**config.mk**
```make
export PLATFORM = sky130hd
export DESIGN_NAME = clk_div_multi
export DESIGN_NICKNAME = d
export VERILOG_FILES = /design/src/rtl/clk_div_multi.sv
export SDC_FILE = /design/constraint.sdc
export NUM_CORES = 1
export LEC_CHECK = 0
export ABC_AREA = 1
export CAP_MARGIN = 20
export CORE_MARGIN = 3
export CORE_UTILIZATION = 30
export DETAILED_ROUTE_END_ITERATION = 16
export PLACE_DENSITY_LB_ADDON = 0.12
export SYNTH_ARGS = -nofsm -noshare
export SYNTH_HDL_FRONTEND = slang
export SYNTH_SLANG_ARGS = --single-unit
```
**constraint.sdc**
```tcl
create_clock -name i_clk -period 1.7 [get_ports i_clk]
set_input_delay 0.34 -clock i_clk [delete_from_list [all_inputs] [get_ports i_clk]]
set_output_delay 0.34 -clock i_clk [all_outputs]
set_load 0.1 [all_outputs]
```
**src/rtl/clk_div_multi.sv**
```systemverilog
// Multi-channel programmable divider producing per-channel rate enables and period-start ticks.
// Optional macro CLKDIV_SYNC_EN adds i_sync, a pulse that restarts every running channel at phase 0.
module clk_div_multi #(
    parameter int N_CH        = 4,
    parameter int WIDTH       = 8,
    parameter int DEFAULT_DIV = 8,
    localparam int CH_W       = (N_CH > 1) ? $clog2(N_CH) : 1
) (
    input  logic              i_clk,
    input  logic              i_rst,
`ifdef CLKDIV_SYNC_EN
    input  logic              i_sync,
`endif
    input  logic [N_CH-1:0]   i_en,
    input  logic              i_cfg_valid,
    input  logic [CH_W-1:0]   i_cfg_ch,
    input  logic [WIDTH-1:0]  i_cfg_div,
    output logic              o_cfg_ready,
    output logic [N_CH-1:0]   o_out,
    output logic [N_CH-1:0]   o_tick
);

    localparam int PEND_W = 1 << CH_W;

    logic [N_CH-1:0]   pend_q;
    logic [N_CH-1:0]   cfg_acc;
    logic [PEND_W-1:0] pend_ext;
    logic              sync_w;

`ifdef CLKDIV_SYNC_EN
    assign sync_w = i_sync;
`else
    assign sync_w = 1'b0;
`endif

    // Channel indices beyond N_CH report ready and the load is simply dropped.
    always_comb begin
        pend_ext             = '0;
        pend_ext[N_CH-1:0]   = pend_q;
        o_cfg_ready          = ~pend_ext[i_cfg_ch];
    end

    genvar gi;
    generate
        for (gi = 0; gi < N_CH; gi = gi + 1) begin : g_ch
            logic [WIDTH-1:0] div_q, div_d;
            logic [WIDTH-1:0] phase_q, phase_d;
            logic [WIDTH-1:0] pdiv_q, pdiv_d;
            logic             pend_bit_q, pend_bit_d;
            logic             out_q, out_d;
            logic             tick_q, tick_d;
            logic [WIDTH:0]   half;
            logic             run;
            logic             last;

            assign cfg_acc[gi] = i_cfg_valid && o_cfg_ready && (i_cfg_ch == CH_W'(gi));
            assign pend_q[gi]  = pend_bit_q;
            assign o_out[gi]   = out_q;
            assign o_tick[gi]  = tick_q;

            always_comb begin
                div_d      = div_q;
                phase_d    = phase_q;
                pdiv_d     = pdiv_q;
                pend_bit_d = pend_bit_q;
                out_d      = 1'b0;
                tick_d     = 1'b0;
                half       = ({1'b0, div_q} + {{WIDTH{1'b0}}, 1'b1}) >> 1;
                run        = i_en[gi] && (div_q >= WIDTH'(2));
                last       = (phase_q == (div_q - WIDTH'(1)));

                if (!run) begin
                    // Idle or off channel: hold phase 0 so the next run starts a fresh period.
                    phase_d = '0;
                    if (pend_bit_q) begin
                        div_d      = pdiv_q;
                        pend_bit_d = 1'b0;
                    end
                end else if (sync_w) begin
                    out_d   = 1'b1;
                    tick_d  = 1'b1;
                    phase_d = WIDTH'(1);
                    if (pend_bit_q) begin
                        div_d      = pdiv_q;
                        pend_bit_d = 1'b0;
                    end
                end else begin
                    out_d  = ({1'b0, phase_q} < half);
                    tick_d = (phase_q == '0);
                    if (last) begin
                        // Divisor swaps only here, so the next period is whole.
                        phase_d = '0;
                        if (pend_bit_q) begin
                            div_d      = pdiv_q;
                            pend_bit_d = 1'b0;
                        end
                    end else begin
                        phase_d = phase_q + WIDTH'(1);
                    end
                end

                // Accept only happens with the slot empty, so it never collides with an apply.
                if (cfg_acc[gi]) begin
                    pdiv_d     = i_cfg_div;
                    pend_bit_d = 1'b1;
                end
            end

            always_ff @(posedge i_clk) begin
                if (i_rst) begin
                    div_q      <= WIDTH'(DEFAULT_DIV);
                    phase_q    <= '0;
                    pdiv_q     <= '0;
                    pend_bit_q <= 1'b0;
                    out_q      <= 1'b0;
                    tick_q     <= 1'b0;
                end else begin
                    div_q      <= div_d;
                    phase_q    <= phase_d;
                    pdiv_q     <= pdiv_d;
                    pend_bit_q <= pend_bit_d;
                    out_q      <= out_d;
                    tick_q     <= tick_d;
                end
            end
        end
    endgenerate

endmodule

```
Word-level counts from Yosys, hierarchy flattened. Index checks and enable logic that the tools add are counted.

Output and inout bits: 9. Bits in registers: 108. Input bits: 17. Word-level logic and storage cells: 113.

Add/subtract/negate cells: 12. Multiplexer cells: 26. Bitwise operators: 5. Reductions and logical operators: 22. Equal/unequal tests: 15. $lt $le $gt $ge: 9.

Operators with widths (number): 2-to-1 mux 8 bit (12); adder 8 x 1 -> 9 bit, second input constant (4); adder 8 x 1 -> 8 bit, second input constant (4); == test 8 bit (4); >= comparator 8 x 2 -> 1 bit, second input constant (4); zero test 8 bit (4); < comparator 8 bit (4); subtractor 8 x 1 -> 8 bit, second input constant (4); 2-to-1 mux 1 bit (13); != test 3 x 2 -> 1 bit, second input constant (4); OR reduction 3 bit (4); logical AND 1 bit (9); != test 2 x 1 -> 1 bit, second input constant (4); OR reduction 2 bit (4); NOT 1 bit (5); == test 2 bit, second input constant (2); < comparator 2 x 3 -> 1 bit, second input constant (1); binary-select mux 1 bit (select 2 bit) (1); == test 2 x 1 -> 1 bit, second input constant (1); zero test 2 bit (1).

Logic depth before layout (Yosys ltp). Gate-level depths: netlist of the first run.

Depth in word-level cells: 6. Gate-level depth with buffers: 16. Mapped depth without buffers: 15.

Least setup slack after synthesis of the first run. OpenSTA, ideal clock, no wires.

Path type: flip-flop to flip-flop. Start point: reg g_ch[2].pend_bit_q. End point: reg g_ch[0].pdiv_q[6]. Period minus slack after synthesis: 3.026 ns. Arrival time: 2.907 ns. Stages on the path, launching flop included: 7. Required time: 1.581 ns. Buffers on the path: 2. Setup time: 0.119 ns. Setup slack: -1.326 ns. Cell sequence: dfxtp_1 clkbuf_1 a221oi_2 nand3_1 buf_2 o21ai_0 a21oi_1.

Longest elaborated chain between the ends: 5.

RTL lines: start: declaration (RTL line 49) `logic pend_bit_q, pend_bit_d;`; start signal: assignment (RTL line 121) `pend_bit_q <= pend_bit_d;`; binary-select mux 1 bit (select 2 bit) (RTL line 40) `o_cfg_ready = ~pend_ext[i_cfg_ch];`; 2-to-1 mux 1 bit (implied by the code) (RTL line 40); NOT 1 bit (RTL line 40); via o_cfg_ready (RTL line 18) `output logic o_cfg_ready,`; logical AND 1 bit (2 in a row) (RTL line 56) `assign cfg_acc[gi] = i_cfg_valid && o_cfg_ready && (i_cfg_ch == CH_W'(gi));`; end signal: assignment (RTL line 120) `pdiv_q <= pdiv_d;`; end: declaration (RTL line 48) `logic [WIDTH-1:0] pdiv_q, pdiv_d;`.

The timed path passes the listed nets, and every way through them passes these cells. The select of a mux whose other input is x is not followed. A chain may end at the register's enable or synchronous reset.

Worst setup path after layout of the first run.
Start point: reg g_ch[3].div_q[1]. End point: reg g_ch[3].div_q[1].

Longest elaborated chain between the ends: 3. Elaborated cells between the ends (all ways): 8. Classes of those cells: 1 x add/sub; 1 x order compare; 2 x eq/ne; 3 x mux; 1 x reduce/logical.

RTL lines: start: declaration (RTL line 46) `logic [WIDTH-1:0] div_q, div_d;`; start signal: assignment (RTL line 111) `div_q <= WIDTH'(DEFAULT_DIV);`; start signal: assignment (RTL line 118) `div_q <= div_d;`; subtractor 8 x 1 -> 8 bit, or another cell as far along (RTL line 70) `last = (phase_q == (div_q - WIDTH'(1)));`; == test 8 bit, or another cell as far along (RTL line 70); != test 2 x 1 -> 1 bit (no line) / 2-to-1 mux 8 bit (equally long branches).

Parallel ways exist; a longest one is shown, timed or not. The select of a mux whose other input is x is not followed.

==> summary.txt, run 1 <==
Outcome
  • Status: complete, but fails checks
  • Failing checks: negative setup slack

Clock network
  • Clock Tree Root: clkbuf_16
  • Total CTS buffers: 9
  • Hold_buf cts: 0
  • Max Root-Sink Buffers: 2
  • Clock sinks: between 100 and 150
  • CTS tree: yes
  • CTS clk-pin slew, worst paths: approximately 70 ps
  • H-tree depth: 3
  • Worst-Skew Late Latency: between 300 and 400 ps

Timing
  • Max-slew violation count: 0
  • Tmin final: around 1900 ps
  • Setup TNS: -6366 ps
  • Worst Tran Pin Value: 323.9 ps
  • Clock skew: around 6.5 ps
  • # setup viols final: 67
  • Maximum clock frequency: 526.5 MHz
  • Worst Setup Slack, final: -199.2 ps
  • Unrepaired setup endpoints after global routing: true
  • Hold slack: 446.7 ps
  • Rel. slew slack: 0.7824
  • Period utilisation layout: 1.117
  • Fin. Hold Viols: 0

Setup path
  • Crit path DAT: approximately 2200 ps
  • Reg2reg start: g_ch[3].div_q[1]$_SDFFE_PP0P_
  • Worst-path cell chain: inv_4 -> ha_4 -> nand2_2 -> inv_2 -> nor2_2 -> nand2_1 -> nor2_2 -> nand3_2 -> nor2_2 -> nand3_2 -> buf_12 -> nand2_8 -> nand3_1 -> nand2_1 -> nor2_1
  • R2R setup slack: -200 ps
  • Worst setup endpoint: g_ch[3].div_q[1]$_SDFFE_PP0P_
  • CP max-delay cell: dfxtp_4
  • Crit path top cell by count: nor2_2
  • Worst Path Max Fanout: 8
  • Required @ worst endpoint: 1950 ps
  • Largest stage delay on the critical path: ~370 ps
  • WS Path Type: flip-flop to flip-flop
  • CP Capture Type: flip-flop
  • CP Launch Point: g_ch[3].div_q[1]$_SDFFE_PP0P_
  • Reg2Reg Depth: 15
  • Worst Setup Start Kind: flip-flop
  • R2r endpoint: g_ch[3].div_q[1]$_SDFFE_PP0P_

Drt
  • DRT Pass-1 Iters: 4
  • Initial DRC count: 240
  • Remaining DRCs: 0
  • DRT Wirelength: roughly 17 mm
  • Vias after detailed routing: around 6.0k
  • Via density: ~4.4
  • Antenna-violating nets left: 0
  • Wire per inst: 12.29 um

Placement
  • Detailed placement HPWL: roughly 12 mm
  • Number of instances in the placed design: about 1.3k
  • Pre-CTS WS: -366.1 ps
  • Final GP Congestion: between 0.8 and 0.9
  • IO Port Bufs: 25
  • DP Area: about 0.008 mm2

Floorplan
  • Full die area: 0.02404 mm2
  • Initial Utilization: 0.3112
  • Core region area: roughly 0.021 mm2
  • Rows: 53
  • IO Pins: 26
  • Die X: 155.1 um
  • Die Ht: ~160 um

Synth
  • Syn_nets: 1001
  • Syn avg cell area: between 7 and 8 um2
  • Synth top area cells: dfxtp_1 (32%), ha_1 (9.0%), nand2_1 (9.0%)
  • Synthesized area: ~0.0067 mm2
  • Share of the synthesized area in the top cell type: 0.3244
  • Sequential element share of the synthesized area: 0.3244
  • Synth area leader: dfxtp_1
  • Synth warn: 0
  • Synthesized instance count: between 900 and 1k
  • Register bit total from synthesis: between 100 and 150
  • Distinct cells, synth: 40

Finish
  • Diode count: 0
  • Area Overhead vs Synth: 38.67%
  • Post-Layout Cell Count: between 1k and 1.5k
  • Fin area: between 0.009 and 0.01 mm2
  • Share of cells above drive strength 1: 0.3243
  • Final Core Density: 0.4315
  • Nets: approximately 1.1k

Global route
  • GR Overflow Total: 0
  • Total Routing Usage GR: 0.1436
  • Met2 usage: 0.2205
  • First-pass GRT wire length: about 29 mm
  • Most used routing layer: met2
  • Vias in the first global route: 5850
  • Pin count of the biggest net entering global routing: 29
  • M3 GR Usage: 0.02670
  • GR Util met1: 0.2090
  • Initial antenna violation count: 0

Pwr
  • Net Sw Frac: 0.2908
  • P_sw: 1.663 mW
  • Leak: between 3 and 4 nW
  • Internal: 4.056 mW
  • Comb power frac: 0.188
  • Pwr/cell area: roughly 620 mW/mm2
  • Clock power share: 0.343
  • Total power: about 5.7 mW
  • Sequential share of power: 0.469
  • VDD IR max: 464.5 uV

Min path
  • Worst Hold Class: flip-flop to flip-flop

Flow run
  • Max_cap viols: 0
## power groups by stage
stage	registers (mW)	clock network, mW	logic, mW
2_1_floorplan	2.72	0	0.649
5_1_grt	2.69	2.14	1.20
3_3_place_gp	2.74	0	0.950
4_1_cts	2.68	2.05	1.04
3_5_place_dp	2.74	0	0.953
6_report	2.68	1.96	1.08
## worst max-delay path: cells and delay by family (launching register included)
family	cells	cell delay, ps
flops	1	370
buf+inv	3	240
fa+ha+maj	1	240
simple gates	11	940
## cell usage after synthesis, drive strengths merged
library cell / count
a21boi: 5
a21oi: 87
a221oi: 1
a31oi: 2
a41oi: 1
buf: 33
clkbuf: 10
clkinv: 1
dfxtp: 108
ha: 48
inv: 117
nand2: 165
nand3: 91
nand3b: 2
nand4: 12
nor2: 118
nor3: 20
nor3b: 5
nor4: 5
o211ai: 4
o21a: 1
o21ai: 44
or2: 1
xnor2: 18
xor2: 37
## layout by cell type (no fill, tap or decap), drive strengths merged, types with 2 or more instances in the layout
| cell | instances |
|---|---|
| dfxtp | 108 |
| a31oi | 2 |
| a21oi | 87 |
| nand4 | 12 |
| xnor2 | 18 |
| clkinv | 4 |
| clkbuf | 12 |
| nor2 | 118 |
| buf | 141 |
| xor2 | 37 |
| o211ai | 4 |
| a21boi | 5 |
| clkdlybuf4s50 | 14 |
| nor3 | 20 |
| clkdlybuf4s15 | 2 |
| ha | 48 |
| nor3b | 5 |
| nand3b | 2 |
| inv | 118 |
| nand3 | 91 |
| nor4 | 5 |
| o21ai | 44 |
| nand2 | 169 |
## kinds of logic (layout without fill, tap and decap cells)
group / Yosys count / after routing / share of synthesized area
adders and majority gates: 48 / 48 / 0.09011
buffers and inverters: 161 / 291 / 0.1119
DFF: 108 / 108 / 0.3244
and+or+nand+nor: 419 / 423 / 0.2829
xor gates and xnor gates: 55 / 55 / 0.07227
AOI/OAI and AO/OA: 145 / 145 / 0.1185
## sequential cells by signal, indices dropped and copies added, names as in the netlist
register	count
g_ch.div_q	32
g_ch.out_q	4
g_ch.pdiv_q	32
g_ch.pend_bit_q	4
g_ch.phase_q	32
g_ch.tick_q	4
## worst min path at each step
stage                                              start                         endpoint  slack, ps  depth (start not counted)
after detailed placement  g_ch[3].pdiv_q[3]$_SDFFE_PP0P_   g_ch[3].pdiv_q[3]$_SDFFE_PP0P_        440                          2
after global routing      g_ch[0].pdiv_q[3]$_SDFFE_PP0P_   g_ch[0].pdiv_q[3]$_SDFFE_PP0P_        470                          2
after floorplan                                    i_rst  g_ch[0].pend_bit_q$_SDFFE_PP0P_        410                          1
after CTS                 g_ch[3].pdiv_q[3]$_SDFFE_PP0P_   g_ch[3].pdiv_q[3]$_SDFFE_PP0P_        450                          2
after global placement    g_ch[3].pdiv_q[3]$_SDFFE_PP0P_   g_ch[3].pdiv_q[3]$_SDFFE_PP0P_        440                          2
final                     g_ch[3].pdiv_q[3]$_SDFFE_PP0P_   g_ch[3].pdiv_q[3]$_SDFFE_PP0P_        450                          2
## area by class of cell
class | count | area, um2
Fill cell | 2199 | 12180
Sequential cell | 108 | 2205
Clock inverter | 4 | 27.53
Multi-Input combinational cell | 671 | 4549
Clock buffer | 12 | 236.5
Inverter | 118 | 473.0
Timing Repair Buffer | 157 | 1408
Tap cell | 275 | 344.1
## routing by layer
layer	wire length [um]	part of all wire	vias to the layer above
li1	-	-	3293
met1	8767	0.53	2637
met2	7182	0.43	39
met3	419	0.025	11
met4	165	0.010	0
met5	0	0	-
## what timing repair did
item,in CTS,in global routing
gates resized for setup,93,81
setup buffers,9,7
endpoints found under the hold margin,0,0
pin swaps,27,50
setup endpoints to repair,72,73
cloned,4,0
Note: power is estimated with default switching activity, not from simulation.
==> inputs of run 2 (changes only) <==
Settings changed: CTS_BUF_LIST from default to sky130_fd_sc_hd__clkbuf_8.
==> summary.txt, run 2 (same netlist as run 1, synthesis figures left out) <==
Setup path
  • Reg2reg start: g_ch[3].div_q[0]$_SDFFE_PP0P_
  • Reg2Reg Depth: 15
  • R2r endpoint: g_ch[3].div_q[1]$_SDFFE_PP0P_
  • Crit path DAT: between 2000 and 2500 ps
  • Worst Path Max Fanout: 8
  • CP Capture Type: flip-flop
  • Required @ worst endpoint: around 2000 ps
  • WS Path Type: flip-flop to flip-flop
  • Worst Setup Start Kind: flip-flop
  • R2R setup slack: -210 ps

Finish
  • Nets: approximately 1.1k
  • Area Overhead vs Synth: 36.25%
  • Diode count: 0
  • Top flop regs: g_ch.div_q: 32 flops, g_ch.pdiv_q: 32 flops, g_ch.phase_q: 32 flops
  • Share of cells above drive strength 1: 0.3187
  • Fin area: roughly 0.0091 mm2
  • Post-Layout Cell Count: between 1k and 1.5k
  • Most common cell after layout, fill and taps aside: nand2_1
  • Commonest non-fill, non-tap cells in the layout: nand2_1 (144), buf_4 (120), inv_1 (105)
  • Fillers: 2221

Drt
  • DRT Pass-1 Iters: 4
  • Vias after detailed routing: ~6k
  • Via density: about 4.5
  • Wire per inst: between 10 and 15 um
  • Remaining DRCs: 0
  • DRT Wirelength: between 15 and 20 mm
  • Initial DRC count: 226
  • Antenna-violating nets left: 0

Timing
  • Worst Tran Pin Value: roughly 320 ps
  • # setup viols final: 65
  • Rel. slew slack: 0.7824
  • Worst Setup Slack, final: -206.3 ps
  • Maximum clock frequency: ~520 MHz
  • Clock skew: around 9.6 ps
  • Period utilisation layout: 1.121
  • Max-slew violation count: 0
  • Fin. Hold Viols: 0
  • Tmin final: roughly 1900 ps
  • Unrepaired setup endpoints after global routing: true

Pwr
  • Total power: slightly above 5 mW
  • Pwr/cell area: roughly 570 mW/mm2
  • Leak: roughly 3.7 nW
  • VDD IR max: 439.3 uV

Clock network
  • Total CTS buffers: 9
  • Hold_buf cts: 0
  • CTS tree: yes
  • CTS clk-pin slew, worst paths: about 100 ps
  • Clock sinks: around 110
  • H-tree depth: 3
  • Clock Tree Root: clkbuf_8
  • Worst-Skew Late Latency: between 300 and 400 ps
  • Max Root-Sink Buffers: 2

Global route
  • Initial antenna violation count: 0
  • GR Overflow Total: 0
  • Pin count of the biggest net entering global routing: 29
  • Vias in the first global route: just under 6k
  • First-pass GRT wire length: around 29 mm
  • Total Routing Usage GR: 0.1435

Min path
  • Hold EP: g_ch[3].pdiv_q[3]$_SDFFE_PP0P_
  • Worst Hold Class: flip-flop to flip-flop
  • Min-delay src: g_ch[3].pdiv_q[3]$_SDFFE_PP0P_
  • Worst Hold Path Cells: 2

Floorplan
  • Die Ht: about 160 um
  • Core region area: between 0.02 and 0.025 mm2
  • IO Pins: 26
  • Full die area: between 0.02 and 0.025 mm2
  • Rows: 53
  • Initial Utilization: 0.3112
  • Die X: 155.1 um

Placement
  • DP Area: slightly above 0.008 mm2
  • Pre-CTS WS: -366.1 ps
  • IO Port Bufs: 25
  • Number of instances in the placed design: approximately 1.3k
  • Final GP Congestion: 0.8003
  • Detailed placement HPWL: approximately 12 mm

Flow run
  • Max_cap viols: 0

Outcome
  • Failing checks: negative setup slack
  • Status: complete, but fails checks
## run 2: critical path, stage by stage (launching register included)
cell and delay [ps]:
dfxtp_4 400, inv_6 50, ha_4 220, nand2_2 60
inv_2 30, nor2_2 80, nand2_1 60, nor2_2 130
nand3_2 100, nor2_2 130, nand3_2 110, buf_12 160
nand2_8 90, nand3_1 80, nand2_1 70, nor2_1 40
## run 2: per-stage QoR
| step | TNS [ps] | hold slack (ps) | utilization |
|---|---|---|---|
| 3_5_place_dp | -20610 | 441.3 | 0.3805 |
| 3_3_place_gp | -19750 | 444.0 | 0.3805 |
| 2_1_floorplan | -17310 | 409.1 | - |
| 4_1_cts | -7235 | 457.8 | 0.4116 |
| 6_report | -6280 | 450.7 | 0.4240 |
| 5_1_grt | -16870 | 478.2 | 0.4240 |
## run 2: repair_timing
item / 4_1_cts / 5_1_grt
hold endpoints to repair: 0 / 0
pin swaps: 29 / 41
setup buffers: 9 / 4
endpoints found under the setup margin: 72 / 75
cloned: 4 / 0
gates resized for setup: 92 / 74
## run 2: final cells by class
cell class                 instances  area, um2  share of cell area
multi-input combinational        671       4522              0.4979
sequential                       108       2205              0.2428
timing repair buffer             154       1375              0.1514
inverter                         118      473.0             0.05208
tap                              275      344.1             0.03789
clock buffer                       9      123.9             0.01364
clock inverter                     7      38.79            0.004271
## run 2: per-layer routing
layer	global-route usage	up-vias	routed length, um
met1	0.2090	2644	8614
met4	0.03154	0	162
li1	-	3279	-
met5	0	-	0
met3	0.02643	11	435
met2	0.2207	47	7218
## run 2: how the worst max path moves through the flow
| stage | startpoint | endpoint | slack, ps | cells after the start |
|---|---|---|---|---|
| CTS | g_ch[3].div_q[0]$_SDFFE_PP0P_ | g_ch[3].div_q[1]$_SDFFE_PP0P_ | -230 | 15 |
| finish | g_ch[3].div_q[0]$_SDFFE_PP0P_ | g_ch[3].div_q[1]$_SDFFE_PP0P_ | -210 | 15 |
| floorplan | g_ch[3].pend_bit_q$_SDFFE_PP0P_ | g_ch[0].pdiv_q[6]$_SDFFE_PP0P_ | -540 | 6 |
| detailed placement | i_cfg_ch[1] | g_ch[0].pdiv_q[5]$_SDFFE_PP0P_ | -370 | 8 |
| global route | g_ch[3].div_q[0]$_SDFFE_PP0P_ | g_ch[3].div_q[3]$_SDFFE_PP1P_ | -380 | 15 |
| global placement | i_cfg_ch[1] | g_ch[0].pdiv_q[6]$_SDFFE_PP0P_ | -350 | 8 |
## run 2: report_power, final
group          leakage (nW)  switching, mW  internal, mW
sequential            0.888         0.0721          2.61
combinational          2.76          0.622         0.445
clock                0.0967          0.903         0.520
total                  3.75           1.60          3.57
